==> src/rtl/klp32_pkg.sv <==
// Shared types and constants for the KLP32 fetch path.
package klp32_pkg;
  localparam int XLEN = 32;
  localparam logic [XLEN-1:0] NOP_INST = 32'h0000_0013;

  typedef struct packed {
    logic [XLEN-1:0] pc;
    logic [XLEN-1:0] inst;
  } fetch_entry_t;
endpackage

==> src/rtl/klp32_fetch_queue.sv <==
// In-order sync FIFO with flush; head is read combinationally (0-cycle), push visible next cycle.
// Flush wins over push/pop; push is only accepted when a slot is free or a pop frees one.
module klp32_fetch_queue
  import klp32_pkg::*;
#(
  parameter type T     = fetch_entry_t,
  parameter int  DEPTH = 2
) (
  input  logic                       clk,
  input  logic                       rst_n,
  input  logic                       flush_i,
  input  logic                       push_i,
  input  T                           push_dat_i,
  input  logic                       pop_i,
  output T                           head_o,
  output logic [$clog2(DEPTH+1)-1:0] count_o
);
  localparam int AW = $clog2(DEPTH);
  localparam int CW = $clog2(DEPTH+1);

  T                mem_q [DEPTH];
  logic [AW-1:0]   wr_ptr_q, rd_ptr_q;
  logic [CW-1:0]   count_q;
  logic            do_push, do_pop;

  assign do_pop  = pop_i && (count_q != '0);
  assign do_push = push_i && ((count_q != CW'(DEPTH)) || do_pop);

  always_ff @(posedge clk or negedge rst_n) begin
    if (!rst_n) begin
      wr_ptr_q <= '0;
      rd_ptr_q <= '0;
      count_q  <= '0;
    end else if (flush_i) begin
      wr_ptr_q <= '0;
      rd_ptr_q <= '0;
      count_q  <= '0;
    end else begin
      if (do_push) wr_ptr_q <= wr_ptr_q + AW'(1);
      if (do_pop)  rd_ptr_q <= rd_ptr_q + AW'(1);
      count_q <= count_q + CW'(do_push) - CW'(do_pop);
    end
  end

  // Storage needs no reset: the count gates visibility of every slot.
  always_ff @(posedge clk) begin
    if (do_push && !flush_i) mem_q[wr_ptr_q] <= push_dat_i;
  end

  assign head_o  = mem_q[rd_ptr_q];
  assign count_o = count_q;
endmodule

==> src/rtl/klp32_fetch_unit.sv <==
// KLP32 fetch stage: credit-limited imem requests, PC-tagged prefetch queue, redirect flush.
// Request->inst_valid = memory latency + 1; requests stop when queue + in-flight reach depth.
module klp32_fetch_unit
  import klp32_pkg::*;
#(
  parameter logic [XLEN-1:0] RESET_PC    = 32'h0000_0000,
  parameter int              QUEUE_DEPTH = 2
) (
  input  logic            clk,
  input  logic            reset,
  output logic            imem_req_valid,
  input  logic            imem_req_ready,
  output logic [XLEN-1:0] imem_req_addr,
  input  logic            imem_rsp_valid,
  input  logic [XLEN-1:0] imem_rsp_data,
  input  logic            redirect_valid,
  input  logic [XLEN-1:0] redirect_pc,
  output logic            inst_valid,
  input  logic            inst_ready,
  output logic [XLEN-1:0] inst,
  output logic [XLEN-1:0] inst_pc
);
  localparam int CW = $clog2(QUEUE_DEPTH+1);

  logic [1:0]      rst_sync_q;
  logic            rst_sync_n;
  logic [XLEN-1:0] fetch_pc_q, fetch_pc_d;
  logic [CW-1:0]   drop_cnt_q, drop_cnt_d;
  logic [CW-1:0]   pq_count, in_flight, in_flight_nxt;
  logic [CW:0]     credit_used;
  logic            req_fire, rsp_fire, drop_rsp, pq_push, inst_fire;
  fetch_entry_t    pq_head, pq_push_dat;
  logic [XLEN-1:0] tag_pc;

  always_ff @(posedge clk or negedge reset) begin
    if (!reset) rst_sync_q <= 2'b00;
    else        rst_sync_q <= {rst_sync_q[0], 1'b1};
  end
  assign rst_sync_n = rst_sync_q[1];

  assign credit_used    = {1'b0, pq_count} + {1'b0, in_flight};
  assign imem_req_valid = rst_sync_n && !redirect_valid && (credit_used < (CW+1)'(QUEUE_DEPTH));
  assign imem_req_addr  = fetch_pc_q;
  assign req_fire       = imem_req_valid && imem_req_ready;

  assign rsp_fire  = imem_rsp_valid && (in_flight != '0);
  assign drop_rsp  = rsp_fire && (drop_cnt_q != '0);
  assign pq_push   = rsp_fire && !drop_rsp && !redirect_valid;
  assign inst_fire = inst_valid && inst_ready;
  assign in_flight_nxt = in_flight + CW'(req_fire) - CW'(rsp_fire);

  assign pq_push_dat = '{pc: tag_pc, inst: imem_rsp_data};

  always_comb begin
    fetch_pc_d = fetch_pc_q;
    drop_cnt_d = drop_cnt_q;
    if (req_fire) fetch_pc_d = fetch_pc_q + 32'd4;
    if (drop_rsp) drop_cnt_d = drop_cnt_q - CW'(1);
    // Everything still outstanding after this cycle belongs to the old path.
    if (redirect_valid) begin
      fetch_pc_d = {redirect_pc[XLEN-1:2], 2'b00};
      drop_cnt_d = in_flight_nxt;
    end
  end

  always_ff @(posedge clk or negedge rst_sync_n) begin
    if (!rst_sync_n) begin
      fetch_pc_q <= RESET_PC;
      drop_cnt_q <= '0;
    end else begin
      fetch_pc_q <= fetch_pc_d;
      drop_cnt_q <= drop_cnt_d;
    end
  end

  klp32_fetch_queue #(.T(fetch_entry_t), .DEPTH(QUEUE_DEPTH)) u_prefetch_q (
    .clk        (clk),
    .rst_n      (rst_sync_n),
    .flush_i    (redirect_valid),
    .push_i     (pq_push),
    .push_dat_i (pq_push_dat),
    .pop_i      (inst_fire),
    .head_o     (pq_head),
    .count_o    (pq_count)
  );

  // Tags are never flushed: dropped responses still retire their tag, so count == in-flight.
  klp32_fetch_queue #(.T(logic [XLEN-1:0]), .DEPTH(QUEUE_DEPTH)) u_tag_q (
    .clk        (clk),
    .rst_n      (rst_sync_n),
    .flush_i    (1'b0),
    .push_i     (req_fire),
    .push_dat_i (fetch_pc_q),
    .pop_i      (rsp_fire),
    .head_o     (tag_pc),
    .count_o    (in_flight)
  );

  assign inst_valid = (pq_count != '0);
  assign inst       = inst_valid ? pq_head.inst : NOP_INST;
  assign inst_pc    = inst_valid ? pq_head.pc   : RESET_PC;

  a_rsp_has_req: assert property (@(posedge clk) disable iff (!rst_sync_n)
                                  imem_rsp_valid |-> (in_flight != '0));
endmodule

==> config.mk <==
export PLATFORM = sky130hd
export DESIGN_NAME = klp32_fetch_unit
export DESIGN_NICKNAME = d
export VERILOG_FILES = /design/src/rtl/klp32_pkg.sv /design/src/rtl/klp32_fetch_queue.sv /design/src/rtl/klp32_fetch_unit.sv
export SDC_FILE = /design/constraint.sdc
export NUM_CORES = 1
export LEC_CHECK = 0
export BUFFER_PORTS_ARGS = -buffer_cell sky130_fd_sc_hd__buf_2
export CAP_MARGIN = 40
export CORE_ASPECT_RATIO = 0.5
export CORE_MARGIN = 2
export CORE_UTILIZATION = 55
export CTS_CLUSTER_DIAMETER = 30
export DETAILED_ROUTE_END_ITERATION = 12
export PLACE_DENSITY = 0.84
export SYNTH_ARGS = -nofsm -noshare
export SYNTH_HDL_FRONTEND = slang
export SYNTH_SLANG_ARGS = --single-unit
==> constraint.sdc <==
create_clock -name clk -period 4.32 [get_ports clk]
set_clock_uncertainty 0.1 [all_clocks]
set_input_delay 0.864 -clock clk [delete_from_list [all_inputs] [get_ports clk]]
set_output_delay 0.864 -clock clk [all_outputs]
set_load 0.02 [all_outputs]
[Yosys cells after proc, flatten, opt, wreduce, memory -nomap -nowiden]
Memories as Yosys holds them, arrays and structs flattened.
Index checks and enable logic that the tools add are counted.
Word-level totals
  register bits after elaboration: 44
  RAM bits: 192
  bits of input ports: 70
  output and inout port bits: 98
  logic and storage cells: 66
  memories kept: 2
Memory list
  u_prefetch_q.mem_q: depth 2, bits a word 64, rd ports 1, clocked after Yosys merged registers in 0, write ports 1, line klp32_fetch_queue.sv:21  | T mem_q [DEPTH];
  u_tag_q.mem_q: depth 2, bits a word 32, rd ports 1, clocked after Yosys merged registers in 0, write ports 1, line klp32_fetch_queue.sv:21
Operators by class
  add/sub/neg operators: 13
  $lt $le $gt $ge: 1
  equal/unequal tests: 2
  muxes and demuxes: 15
  reductions and logical operators: 24
Operators by type and width (number)
  $mux 32: 4
  $add 32x3->32 const B: 1
  $reduce_bool 2->1: 7
  $logic_and 1x1->1: 13
  $mux 1: 8
  $add 2x1->2: 3
  $mux 2: 3
  $sub 2x1->2: 3
  $add 1x1->1 const B: 4
  $ne 2x2->1 const B: 2
  $add 2x2->3: 1
  $lt 3x2->1 const B: 1
  $logic_not 1->1: 2
  $logic_or 1x1->1: 2
  $sub 2x1->2 const B: 1

[Logic depth before layout (Yosys ltp)]
Gate-level depths: netlist of the first run.
  depth in word-level cells: 10
  depth in mapped cells: 11
  mapped depth without buffers: 10

[Cells and area by module]
A second synthesis of the first run with hierarchy kept.
Unflattened totals
  cell total of the unflattened synthesis: 644
  area, all modules: 9885.7 um^2
By module, submodules not included
  klp32_fetch_queue at u_prefetch_q: instances 1, cells an instance 220, area each 4870.9 um^2, seq. area each 3943.8 um^2
  klp32_fetch_queue at u_tag_q: instances 1, cells an instance 121, area each 2541.2 um^2, seq. area each 2021.9 um^2
  klp32_fetch_unit: instances 1, cells an instance 303, area each 2473.6 um^2, seq. area each 850.8 um^2

[Worst setup path after synthesis of the first run]
No wires, ideal clock.
  path type: input port to flip-flop
  from: input port redirect_valid
  to: memory u_prefetch_q.mem_q[0][0] in the netlist's numbering, enable pin
  library setup time: 491 ps
  arrival: 4370 ps
  setup slack: -641 ps
  stages on the path: 3
  cell sequence: clkbuf_1 -> nor4b_1 -> nor2b_1
Between the ends
  longest elaborated chain between the ends: 6
Ends and longest elaborated chain
  from (decl): line klp32_fetch_unit.sv:16  | input logic redirect_valid,
  $logic_not 1->1 (*): line klp32_fetch_queue.sv:47, klp32_fetch_unit.sv:48
  $logic_and 1x1->1: line klp32_fetch_unit.sv:48  | assign pq_push = rsp_fire && !drop_rsp && !redirect_valid;
  $logic_and 1x1->1: line klp32_fetch_queue.sv:27  | assign do_push = push_i && ((count_q != CW'(DEPTH)) || do_pop);
  $logic_and 1x1->1 (*): line klp32_fetch_queue.sv:47  | if (do_push && !flush_i) mem_q[wr_ptr_q] <= push_dat_i;
  $mux 1 (*): line klp32_fetch_queue.sv:47
  $mux 1 (not written as such) (*): line klp32_fetch_queue.sv:47
  to (decl): line klp32_fetch_queue.sv:21
Mark *: on every way between the ends. The rest lies on a longest branch, timed or not.

[Worst setup path after layout of the first run]
  from: register u_prefetch_q.count_q[0], in the netlist u_prefetch_q.count_o[0]
  to: output port imem_req_valid
Between the ends
  longest elaborated chain between the ends: 3
Ends and longest elaborated chain
  from (decl): line klp32_fetch_queue.sv:23  | logic [CW-1:0] count_q;
  from (signal assigned): line klp32_fetch_queue.sv:41  | count_q <= count_q + CW'(do_push) - CW'(do_pop);
  $add 2x2->3: line klp32_fetch_unit.sv:41  | assign credit_used = {1'b0, pq_count} + {1'b0, in_flight};
  $lt 3x2->1: line klp32_fetch_unit.sv:42  | assign imem_req_valid = rst_sync_n && !redirect_valid && (credit_used < (CW+1)'(QUEUE_DEPTH));
  $logic_and 1x1->1: line klp32_fetch_unit.sv:42
  to (decl): line klp32_fetch_unit.sv:11  | output logic imem_req_valid,
No other way between the ends.

==> results of run 1 <==
-- layout make-up --
cell class                      count  area (sq um)  area share
Timing Repair Buffer              174           983      0.0864
Multi-Input combinational cell    363          2530       0.223
Clock buffer                       30           729      0.0641
Tap cell                          227           284      0.0250
Clock inverter                     22           215      0.0189
Inverter                           14          52.6     0.00462
Sequential cell                   226          6580       0.578
-- cells by family (layout without fill, tap and decap cells) --
kind of cell / count (synthesis) / after routing / share of synthesized area
buf+inv: 50 / 240 / 0.0230
other cells: 2 / 5 / 0.000808
compound gates: 56 / 56 / 0.0378
simple gates: 181 / 181 / 0.0953
mux: 94 / 94 / 0.105
flops: 226 / 226 / 0.708
xor+xnor: 18 / 18 / 0.0170
fa+ha+maj: 9 / 9 / 0.0129
-- final timing paths --
check	from	endpoint	slack [ps]	cells after the start
setup reg to reg	u_prefetch_q.count_o[0]	imem_req_addr[27]	1000	7
hold / removal	rst_sync_q[0]	rst_sync_q[1]	250	0
min in group asynchronous	rst_sync_q[1]	imem_req_addr[16]	270	1
max in group asynchronous	rst_sync_q[1]	u_prefetch_q.rd_ptr_q	3420	1
setup / recovery	u_prefetch_q.count_o[0]	imem_req_valid	990	5
hold reg to reg	rst_sync_q[0]	rst_sync_q[1]	250	0
-- metrics by stage --
stage               setup WS [ps]   util  hold WS (ps)  cells  cell area, sq um
finish                        993  0.692           250   1056             11400
global route                  804  0.692           253   1056             11400
detailed placement           1090  0.634           240   1003             10400
global placement             1150  0.631           236   1001             10400
floorplan                     436      -           231    639              9310
CTS                          1020  0.692           253   1056             11400
-- worst max-delay path: stages, from the launching register on --
cell and delay, ps:
dfrtp_1 410, inv_1 90, nor2_1 130, fa_1 470, nor4b_1 480, buf_2 250
-- registers in the layout (all words and copies together) (netlist names), 2 cells and up --
register,count
u_tag_q.mem_q,60
u_prefetch_q.count_o,2
imem_req_addr,30
u_tag_q.count_o,2
drop_cnt_q,2
rst_sync_q,2
u_prefetch_q.mem_q,124
-- layer usage --
metal,routed length (microns),vias to the layer above,share of wire,track usage
met5,0,-,0,0
met4,632,0,0.031,0.0853
met3,1760,57,0.086,0.0445
met2,9690,325,0.47,0.376
met1,8400,2857,0.41,0.314
li1,-,2729,-,-
-- cell usage in the layout (no fill, tap or decap), types with 14 or more instances in the layout --
cell type | netlist | final
edfxtp_1 | 184 | 184
buf_2 | 2 | 161
nor2_1 | 84 | 83
mux2i_1 | 63 | 63
dfrtp_1 | 42 | 41
mux2_2 | 31 | 31
nand2_1 | 31 | 31
clkbuf_16 | 0 | 29
o21ai_0 | 19 | 19
or4_1 | 19 | 19
a31oi_1 | 18 | 18
inv_1 | 14 | 14
-- power groups by stage --
stage	clock network [W]	registers [W]	logic, W
3_3_place_gp	0	0.00294	0.00173
4_1_cts	0.00235	0.00284	0.00189
5_1_grt	0.00244	0.00287	0.00203
6_report	0.00231	0.00285	0.00187
2_1_floorplan	0	0.00282	0.00129
3_5_place_dp	0	0.00288	0.00186
==> metrics.txt, run 1 <==
final worst path period share=0.770; Vias per Instance=5.65; worst-margin pin slew=746 ps; LEAKAGE=4.23 nW; ANT nets after route=0; ys flop type=edfxtp_1; post-CTS setup buffer count=0; initial antenna violation count=0; Yosys warnings=0; internal power=0.00473 W; Clock Power Share=0.329; P&R area growth vs syn=22.4%; most common cell in the synthesized netlist=edfxtp_1; Avg Inst Size Synth=14.6 sq um; count of pins over their slew limit=0; pin count of the biggest net entering global routing=63; outcome=completed; Hold Path Class=reg2reg; unrepaired setup endpoints after global routing=no; clock root cell=clkbuf_16; quantity of gates resized following cts=0; RePlAce Congestion=0.806; I/O Pins=168; part of the Yosys area used for sequential elements=0.708; switching share of power=0.328; PortBufs=161; row count=33; number of synthesized register bits=226; Avg WL per Cell=19.4 microns; worst-path fanout max=3; part of the power in registers=0.405; Post-Route Setup TNS=0 ps; Post-DP HPWL=12800 microns; drt first pass iters=5; nature of the critical path endpoint=output pin; Num CTS Buffers=29; top cells by instance count after synthesis=184 x edfxtp_1, 84 x nor2_1, 63 x mux2i_1; WP data arrival=2360 ps; total power=0.00703 W; mapped cell area=9290 sq um; first-pass GRT wire length=31600 microns; Max transition margin=0.496; Worst-path clk slew=60 ps; endpoints failing hold=0; Worst-Skew Late Latency=540 ps; Yosys top cell area share=0.595; vias in the first global route=5834; number of max-cap violations=0; count of final setup violators=0; post-synthesis instance total=636; Comb power frac=0.266; synth top area cells=edfxtp_1 59%, dfrtp_1 11%, mux2i_1 6.8%; PD cells=618 nW/um^2; VDD IR max=0.390 mV; Initial Util=0.565; Final nets=887; vias=5968; layout cell share with drive strength beyond 1=0.314; initial DRC count=413; Async SR Flop Fraction=0.186; CTS tree=done; Die ar.=18000 sq um; CP Launch Type=flop; Die Ht=95.9 microns; number of enable flip-flop cells after synthesis=184; total core area=16400 sq um; Critical Path RT=3360 ps; CTS Sinks=226; diode count=0; Yosys top cell by area=edfxtp_1; CTS HTree Levels=1; fin crit period=3330 ps; Fillers=1078; Remaining Overflow, GRT=0; WL final=20500 microns; worst-case clock buffer depth=3; sw power=0.00231 W; Achievable Freq=301 MHz; crit path kind=reg2out; Total GRT Usage=0.230; Hold-fix buffers, CTS=1; count of cell types in the netlist=44; Remaining DRCs=0; width of the die=188 microns
No activity file was read; power rests on OpenSTA's default activity.
==> inputs of run 2 (changes only) <==
- ABC_AREA: not set -> 1
- CORE_UTILIZATION: 55 -> 51
- PLACE_DENSITY: 0.84 -> 0.81
- clock period: 4.32 -> 2.9 ns (I/O delays scaled with it)
==> metrics.txt, run 2 <==
mapped cell area=9790 sq um (was 9290 sq um); drt first pass iters=4 (was 5); Die Ht=102 microns (was 95.9 microns); initial DRC count=544 (was 413); Yosys top cell area share=0.564 (was 0.595); number of synthesized register bits=226 (unchanged); GRT Max-Usage Layer=met2 (unchanged); Async SR Flop Fraction=0.186 (unchanged); vias=7227 (was 5968); part of the power in registers=0.376 (was 0.405); total power=0.0116 W (was 0.00703 W); FF/Latch Area=6580 sq um (about the same); area of the multi-input gates=2810 sq um (was 2530 sq um); Yosys warnings=0 (unchanged); Post-Layout Cell Count=1387 (was 1056); crit-path cells=buf_4, nand2_1, a21oi_1, buf_2 (was inv_1, nor2_1, fa_1, nor4b_1, buf_2); outcome=completed (unchanged); internal power=0.00747 W (was 0.00473 W); count of cell types in the netlist=35 (was 44); Critical Path RT=2220 ps (was 3360 ps); r2r setup slk=420 ps (was 1000 ps); ANT nets after route=0 (unchanged); RR Endpoint=u_tag_q.mem_q[1][2] (was imem_req_addr[27]); part of the Yosys area used for sequential elements=0.671 (was 0.708); most frequent cells in the layout=350 x nand2_1, 184 x edfxtp_1, 161 x buf_2 (was 184 x edfxtp_1, 161 x buf_2, 83 x nor2_1); clock root cell=clkbuf_16 (unchanged); Die ar.=20400 sq um (was 18000 sq um); VDD IR max=0.404 mV (was 0.390 mV); Hold Path Class=reg2async (was reg2reg); count of pins over their slew limit=0 (unchanged); LEAKAGE=5.13 nW (was 4.23 nW); M1 GR Usage=0.306 (was 0.314); Worst Reg-to-Reg Cells=9 (was 7); layout cell share with drive strength beyond 1=0.244 (was 0.314); PortBufs=161 (unchanged); Max transition margin=0.530 (was 0.496); pin count of the biggest net entering global routing=65 (was 63); WP data arrival=2030 ps (was 2360 ps); Placed Cells=1323 (was 1003); GR Util met2=0.394 (was 0.376); worst-margin pin slew=704 ps (was 746 ps); CTS Sinks=226 (unchanged); number of max-cap violations=0 (unchanged); DP Worst Slack=459 ps (was 1090 ps); WL final=23000 microns (was 20500 microns); flip-flop count of the largest register after layout=124 (unchanged); sw power=0.00411 W (was 0.00231 W); most common cell in the synthesized netlist=nand2_1 (was edfxtp_1); synth top area cells=edfxtp_1 56%, nand2_1 13%, dfrtp_1 11% (was edfxtp_1 59%, dfrtp_1 11%, mux2i_1 6.8%); switching share of power=0.355 (was 0.328); diode count=0 (unchanged); Comb power frac=0.278 (was 0.266); total core area=18600 sq um (was 16400 sq um); quantity of gates resized following cts=0 (unchanged); GR Util met3=0.0419 (was 0.0445); Initial Util=0.526 (was 0.565); Clock Power Share=0.346 (was 0.329); fin crit period=2710 ps; Avg Inst Size Synth=10.6 sq um (was 14.6 sq um); width of the die=200 microns (was 188 microns); top cells by instance count after synthesis=350 x nand2_1, 184 x edfxtp_1, 62 x a21oi_1 (was 184 x edfxtp_1, 84 x nor2_1, 63 x mux2i_1); Remaining DRCs=0 (unchanged); Largest Register=u_prefetch_q.mem_q (unchanged); ys flop type=edfxtp_1 (unchanged); Total GRT Usage=0.230 (about the same); CTS HTree Levels=2 (was 1); Final nets=1181 (was 887); post-synthesis instance total=925 (was 636); vias in the first global route=7179 (was 5834); Num CTS Buffers=34 (was 29); worst-case clock buffer depth=3 (unchanged); Final WS setup=187 ps (was 993 ps); Post-DP HPWL=14700 microns (was 12800 microns); Worst-path clk slew=60 ps (about the same); Placed Area=10900 sq um (was 10400 sq um); nature of the critical path endpoint=output pin (unchanged); Remaining Overflow, GRT=0 (unchanged); unrepaired setup endpoints after global routing=no (unchanged); CP Launch Type=flop (unchanged); PD cells=958 nW/um^2 (was 618 nW/um^2); Achievable Freq=369 MHz; Avg WL per Cell=16.6 microns (was 19.4 microns); RePlAce Congestion=0.891 (was 0.806); CP peak stage delay=580 ps (was 480 ps); CTS tree=done (unchanged); Vias per Instance=5.21 (was 5.65); count of final setup violators=0 (unchanged); worst reg2reg startpoint=u_prefetch_q.count_o[0] (unchanged); final worst path period share=0.936; number of enable flip-flop cells after synthesis=184 (unchanged); I/O Pins=168 (unchanged); crit path kind=reg2out (unchanged); endpoints failing hold=0 (unchanged); Final Instance Area=12100 sq um (was 11400 sq um); initial antenna violation count=0 (unchanged); Yosys top cell by area=edfxtp_1 (unchanged); worst-path fanout max=64 (was 3); P&R area growth vs syn=23.5% (was 22.4%); row count=35 (was 33); first-pass GRT wire length=36300 microns (was 31600 microns); Worst path slowest cell=buf_4 (was nor4b_1); Fillers=1329 (was 1078); Worst-Skew Late Latency=490 ps (was 540 ps); commonest non-fill, non-tap cell in the layout=nand2_1 (was edfxtp_1)
[run 2: cell count changes in the layout (fill, tap and decap cells not counted), sizes merged, moves of 29 or more]
cell / delta
nand3: +49
inv: +50
mux2: -31
nand2: +327
nor2: -29
a21oi: +62
mux2i: -63
[run 2: layer usage]
layer,part of all wire,vias up
met4,0.020,0
met2,0.48,270
met5,0,-
met1,0.42,3471
met3,0.074,46
li1,-,3440
[run 2: worst max-delay path by stage]
stage,startpoint,cells past startpoint,end
final,u_prefetch_q.rd_ptr_q,4,inst_pc[11]
after global routing,u_prefetch_q.rd_ptr_q,4,inst_pc[17]
after CTS,u_prefetch_q.rd_ptr_q,4,inst_pc[11]
after detailed placement,u_prefetch_q.count_o[0],9,u_tag_q.mem_q[1][26]
after global placement,u_prefetch_q.count_o[0],9,u_tag_q.mem_q[1][30]
after floorplan,redirect_valid,4,u_prefetch_q.mem_q[0][0]
[run 2: layout make-up]
cell class	count	area share
Timing Repair Buffer	177	0.0836
Multi-Input combinational cell	600	0.233
Tap cell	259	0.0268
Inverter	63	0.0196
Clock inverter	27	0.0228
Clock buffer	35	0.0707
Sequential cell	226	0.544
[run 2: worst max-delay path: cells and delay by family, from the launching register on]
| family | cells | cell delay (ps) |
|---|---|---|
| AOI/OAI and AO/OA | 1 | 240 |
| buffers and inverters | 2 | 780 |
| and+or+nand+nor | 1 | 130 |
| DFF | 1 | 380 |
[run 2: logic make-up (layout without fill, tap and decap cells)]
logic type	after synthesis	after routing	synth area share
AND/OR/NAND/NOR	482	482	0.209
flip-flops	226	226	0.671
XOR/XNOR	11	11	0.00984
buffers and inverters	102	302	0.0452
other	2	5	0.000767
AO/OA/AOI/OAI	93	93	0.0519
adder cells (fa/ha/maj)	9	9	0.0123
[run 2: power groups by stage]
stage	clock network (W)	registers [W]	logic, W
2_1_floorplan	0	0.00441	0.00201
3_3_place_gp	0	0.00438	0.00304
3_5_place_dp	0	0.00441	0.00314
4_1_cts	0.00406	0.00435	0.00319
5_1_grt	0.00420	0.00440	0.00354
6_report	0.00401	0.00435	0.00322
[run 2: timing repair]
action | CTS | global route
setup buffers | 0 | 0
hold buffers | 1 | 0
hold endpoints to repair | 2 | 0
[run 2: metrics by stage]
stage / utilization / hold slack [ps] / setup TNS (ps)
after CTS: 0.648 / 148 / 0
after global routing: 0.650 / 153 / 0
final: 0.650 / 136 / 0
after detailed placement: 0.587 / 146 / 0
after floorplan: - / 184 / -30180
after global placement: 0.587 / 135 / 0
